## config.mk

```make
export PLATFORM = sky130hd
export DESIGN_NAME = la_rle_expander
export DESIGN_NICKNAME = d
export VERILOG_FILES = /design/src/rtl/la_rle_expander.sv
export SDC_FILE = /design/constraint.sdc
export NUM_CORES = 1
export LEC_CHECK = 0
export BUFFER_PORTS_ARGS = -buffer_cell sky130_fd_sc_hd__buf_2
export CAP_MARGIN = 20
export CORE_MARGIN = 5
export CORE_UTILIZATION = 41
export DETAILED_ROUTE_END_ITERATION = 10
export PLACE_DENSITY = 0.76
export SYNTH_ARGS = -nofsm -noshare
export SYNTH_HDL_FRONTEND = slang
export SYNTH_SLANG_ARGS = --single-unit
```

## constraint.sdc

```tcl
create_clock -name axis_clk -period 2.1 [get_ports axis_clk]
set_input_delay 0.21 -clock axis_clk [delete_from_list [all_inputs] [get_ports axis_clk]]
set_output_delay 0.21 -clock axis_clk [all_outputs]
set_load 0.005 [all_outputs]
```

## src/rtl/la_rle_expander.sv

```systemverilog
// Expands RLE trace packets {rc, la_data} into one sample per cycle on a valid/ready port.
// Optional counters smp_cnt/gap_cnt are built only when LA_EXP_STATS_EN is defined.
module la_rle_expander #(
  parameter int DATA_W = 24,
  parameter int RC_W   = 8
) (
  input  logic                   axis_clk,
  input  logic                   axis_rst,
  input  logic                   flush,
  input  logic [RC_W+DATA_W-1:0] s_tdata,
  input  logic                   s_tvalid,
  input  logic                   s_tlast,
  output logic                   s_tready,
  output logic [DATA_W-1:0]      o_data,
  output logic                   o_gap,
  output logic                   o_last,
  output logic                   o_valid,
  input  logic                   o_ready,
  output logic                   err_rc0,
  output logic [31:0]            smp_cnt,
  output logic [15:0]            gap_cnt,
  output logic                   o_dbg_state
);

  // Handshakes: a transfer happens on a port in any cycle where its valid and
  // ready are both 1; a valid sample holds data/gap/last until it is taken.
  typedef enum logic {IDLE = 1'b0, RUN = 1'b1} state_t;

  state_t              r_state, w_state_nx;
  logic [RC_W-1:0]     r_remain, w_remain_nx;
  logic [DATA_W-1:0]   r_data, w_data_nx;
  logic                r_gap, w_gap_nx;
  logic                r_tlast, w_tlast_nx;
  logic                r_err;

  logic [RC_W-1:0]     w_rc;
  logic [DATA_W-1:0]   w_pkt_data;
  logic                w_null, w_rc0, w_accept, w_load, w_hs, w_rem_one;

  assign w_rc       = s_tdata[RC_W+DATA_W-1:DATA_W];
  assign w_pkt_data = s_tdata[DATA_W-1:0];
  assign w_null     = (s_tdata == '0);
  assign w_rc0      = (w_rc == '0) && !w_null;
  assign w_rem_one  = (r_remain == RC_W'(1));

  assign o_valid     = (r_state == RUN);
  assign o_data      = r_data;
  assign o_gap       = r_gap;
  assign o_last      = r_tlast && w_rem_one;
  assign err_rc0     = r_err;
  assign o_dbg_state = r_state;

  assign s_tready = !flush && (!o_valid || (o_ready && w_rem_one));
  assign w_accept = s_tvalid && s_tready;
  assign w_load   = w_accept && !w_rc0;
  assign w_hs     = o_valid && o_ready;

  always_comb begin
    w_state_nx  = r_state;
    w_remain_nx = r_remain;
    w_data_nx   = r_data;
    w_gap_nx    = r_gap;
    w_tlast_nx  = r_tlast;
    if (flush) begin
      w_state_nx  = IDLE;
      w_remain_nx = '0;
    end else if (w_load) begin
      // A null packet stands for one unknown sample.
      w_state_nx  = RUN;
      w_remain_nx = w_null ? RC_W'(1) : w_rc;
      w_data_nx   = w_null ? '0 : w_pkt_data;
      w_gap_nx    = w_null;
      w_tlast_nx  = s_tlast;
    end else if (w_hs) begin
      if (w_rem_one) begin
        w_state_nx  = IDLE;
        w_remain_nx = '0;
      end else begin
        w_remain_nx = r_remain - RC_W'(1);
      end
    end
  end

  always_ff @(posedge axis_clk or posedge axis_rst) begin
    if (axis_rst) begin
      r_state  <= IDLE;
      r_remain <= '0;
      r_data   <= '0;
      r_gap    <= 1'b0;
      r_tlast  <= 1'b0;
      r_err    <= 1'b0;
    end else begin
      r_state  <= w_state_nx;
      r_remain <= w_remain_nx;
      r_data   <= w_data_nx;
      r_gap    <= w_gap_nx;
      r_tlast  <= w_tlast_nx;
      if (w_accept && w_rc0) r_err <= 1'b1;
    end
  end

`ifdef LA_EXP_STATS_EN
  logic [31:0] r_smp_cnt;
  logic [15:0] r_gap_cnt;

  always_ff @(posedge axis_clk or posedge axis_rst) begin
    if (axis_rst) begin
      r_smp_cnt <= '0;
      r_gap_cnt <= '0;
    end else begin
      if (w_hs && (r_smp_cnt != 32'hFFFF_FFFF)) r_smp_cnt <= r_smp_cnt + 32'd1;
      if (w_accept && w_null && (r_gap_cnt != 16'hFFFF)) r_gap_cnt <= r_gap_cnt + 16'd1;
    end
  end

  assign smp_cnt = r_smp_cnt;
  assign gap_cnt = r_gap_cnt;
`else
  assign smp_cnt = 32'd0;
  assign gap_cnt = 16'd0;
`endif

endmodule

```

==> summary.txt <==
Clocking
  • TritonCTS Sinks: 36
  • Clk_lat worst skew: approximately 0.28 ns
  • Clock tree buffer depth: 2
  • Num CTS Buffers: 5
  • Clk root buf: clkbuf_8
  • CTS H-Tree Depth: 2
  • Reg clk slew, reported paths: about 0.07 ns
  • Clock tree from TritonCTS: done

Timing
  • Worst slew pin tran: 0.525 ns
  • Final setup vio count: 0
  • PnR worst setup slack: 0.0665 ns
  • Setup Skew: between 0.002 and 0.003 ns
  • Hold WS: just over 0.02 ns
  • Setup TNS: 0 ns
  • Minimum clock period: 2.03 ns
  • Fin crit share: 0.968
  • Worst slew margin: 0.650
  • Fmax achieved: just under 0.5 GHz
  • Slew Viols, Final: 0
  • Fin. Hold Viols: 0

Power and ir drop
  • Peak supply drop: 0.596 mV
  • Total power draw: 2.48 mW
  • Leakage power figure: ~1.3 nW
  • Cell Pwr Density: just over 900 nW/um^2

Floorplanning
  • Row count: 27
  • Core area: 5410 sq um
  • # IOs: 116
  • Starting Density: 0.416
  • Die width: 84.1 microns
  • Die area: a little over 7000 sq um
  • Die Span Y: 84.1 microns

Worst setup path
  • Critical path arrival: ~2.2 ns
  • Slowest stage cell, crit path: dfrtp_1
  • Critical R2R Capture: o_data[6]
  • Critical path cell sequence: inv_1, ha_4, nor3b_4, a31o_4, nand2_2, nor2_4, buf_12, mux2_2
  • Worst Reg-to-Reg Cells: 8
  • CP delay by family, top: simple AND/OR/NAND/NOR gates
  • WS Path Type: flop to flop
  • Worst-path maximum fanout: 12
  • Critical Path RT: 2.27 ns
  • CP max stage delay: 0.40 ns
  • Endpoint type of the worst setup path: flop
  • Worst reg-to-reg setup slack: 0.07 ns
  • Crit path launch type: flop
  • R2R Path Start: r_remain[1]
  • Worst path bufs/invs: 2

Place
  • Detailed Place HPWL: 4160 microns
  • Placement Setup Slack: about 0.0089 ns
  • RePlAce Congestion: 0.991
  • Port bufs: 67

Yosys
  • Share of the synthesized area in the top cell type: 0.400
  • Most numerous cell in the Yosys netlist: buf_4
  • Area leader, netlist: dfrtp_1
  • Flops & latches, synth: 36
  • Cells after Synth: 210
  • YS warnings: 0
  • Async set-reset flop share out of synthesis: 1.00
  • Synth Area per Inst: 10.7 sq um
  • Top cells by area, synth: dfrtp_1 (40%), buf_4 (17%), mux2_2 (9.0%)
  • Register area share after synthesis: 0.400
  • Count of different cell masters after synthesis: 51
  • Synthesized area: 2250 sq um
  • Most frequent cells after synthesis: buf_4 (50), dfrtp_1 (36), mux2_2 (18)
  • Top FF cell, synth: dfrtp_1
  • Post-synth EDFFs: 0

Route
  • Drt pass-1 iters: 4
  • DRC errors left: 0
  • Starting DRC count in detailed routing: 74
  • Via count: 1754
  • DRT Wirelength: 5280 microns
  • ANT nets after route: 0
  • Vias per inst: 4.86
  • DR WL/cell: 14.6 microns

GRT
  • Vias in the first global route: 1779
  • Global-route wire length before repair: just over 8000 microns
  • Antenna violations before repair: 0
  • GRT Total Usage: 0.142
  • Largest net degree at the start of global routing: 37
  • Grt total ovfl: 0

Final layout
  • Finished Core Util: 0.499
  • Area growth syn-to-layout: 19.9%
  • Fill cells: 507
  • Share of cells above drive strength 1: 0.433
  • Antenna diodes: 0
  • Fin nets: 328

Worst hold path
  • Type of the worst min-delay path: primary input to asynchronous set/reset pin

Job
  • # Max-Cap Violations: 0

Status
  • Status: finished clean
[per-layer routing]
metal,vias up,GRT usage,part of all wire
met5,-,0,0
met4,0,0.0629,0.030
met3,17,0.0424,0.10
met2,109,0.233,0.47
met1,825,0.170,0.39
li1,803,-,-
[timing repair]
| action | 4_1_cts | 5_1_grt |
|---|---|---|
| gates resized for setup | 0 | 4 |
| hold endpoints to repair | 0 | 0 |
| endpoints found under the setup margin | 1 | 21 |
| buffers inserted | 0 | 1 |
| hold buffers | 0 | 0 |
| pin swaps | 1 | 2 |
[worst register-to-register path: cells and delay by family (launching register included)]
family,cells,cell delay [ns]
AO/OA/AOI/OAI,1,0.21
adder cells (fa/ha/maj),1,0.16
buffers and inverters,2,0.30
flip-flops,1,0.40
multiplexers,1,0.34
AND/OR/NAND/NOR,3,0.51
[cell families after synthesis]
kind of cell,after synthesis,synth area share
AOI/OAI and AO/OA,35,0.118
xor gates and xnor gates,1,0.00389
adders and majority gates,2,0.0111
buffers and inverters,62,0.197
DFF,36,0.400
muxes,27,0.142
other,1,0.00167
and+or+nand+nor,46,0.126
[registers in the layout, indices dropped and copies added, names as in the netlist]
| name | cells |
|---|---|
| o_gap | 1 |
| r_tlast | 1 |
| o_data | 24 |
| r_remain | 8 |
| err_rc0 | 1 |
| o_dbg_state | 1 |
[stage by stage]
stage                     instance area (sq um)  cells
after floorplan                            2430    257
after CTS                                  2670    360
final                                      2700    361
after global routing                       2700    361
after global placement                     2540    352
after detailed placement                   2540    352
[worst max path at each step]
stage,startpoint,endpoint,depth (start not counted)
after global routing,r_remain[1],o_data[6],8
final,r_remain[1],o_data[6],8
after detailed placement,r_remain[1],o_data[6],8
after floorplan,r_remain[1],o_data[11],8
after global placement,r_remain[1],o_data[6],8
after CTS,r_remain[1],o_data[6],8
[cell usage in the layout, fill, tap and decap left out, types with 2 or more instances in the layout]
cell	netlist	final
mux2_2	18	18
mux2_4	5	5
a31o_2	2	2
mux2_1	2	2
a31oi_1	3	3
a21oi_1	5	5
a32oi_1	2	2
conb_1	1	48
dfrtp_1	36	36
nor2_1	3	3
o211ai_1	2	2
buf_12	0	2
nand2_2	1	2
o21ai_0	5	5
buf_2	0	67
nor3_1	4	4
nor3b_1	2	2
nor4_1	6	6
inv_1	7	7
mux2i_1	2	2
a32o_1	4	4
buf_4	50	10
clkbuf_8	0	7
o31ai_1	3	3
nand2_1	13	12
or4_1	2	2
[power by group]
group          switching, mW  total, mW  leakage, nW  internal (mW)
clock                  0.249      0.668       0.0645          0.419
sequential             0.112      0.965        0.440          0.853
combinational          0.397      0.847        0.843          0.451
total                  0.758       2.48         1.35           1.72
[cell type report]
type                            count  area (sq um)  area share
Inverter                            7          26.3     0.00974
Tap cell                           72          90.1      0.0334
Clock inverter                      1          30.0      0.0111
Clock buffer                        7          96.3      0.0357
Timing Repair Buffer               79           450       0.167
Sequential cell                    36           901       0.334
Multi-Input combinational cell    159          1100       0.409
Note: power is estimated with default switching activity, not from simulation.
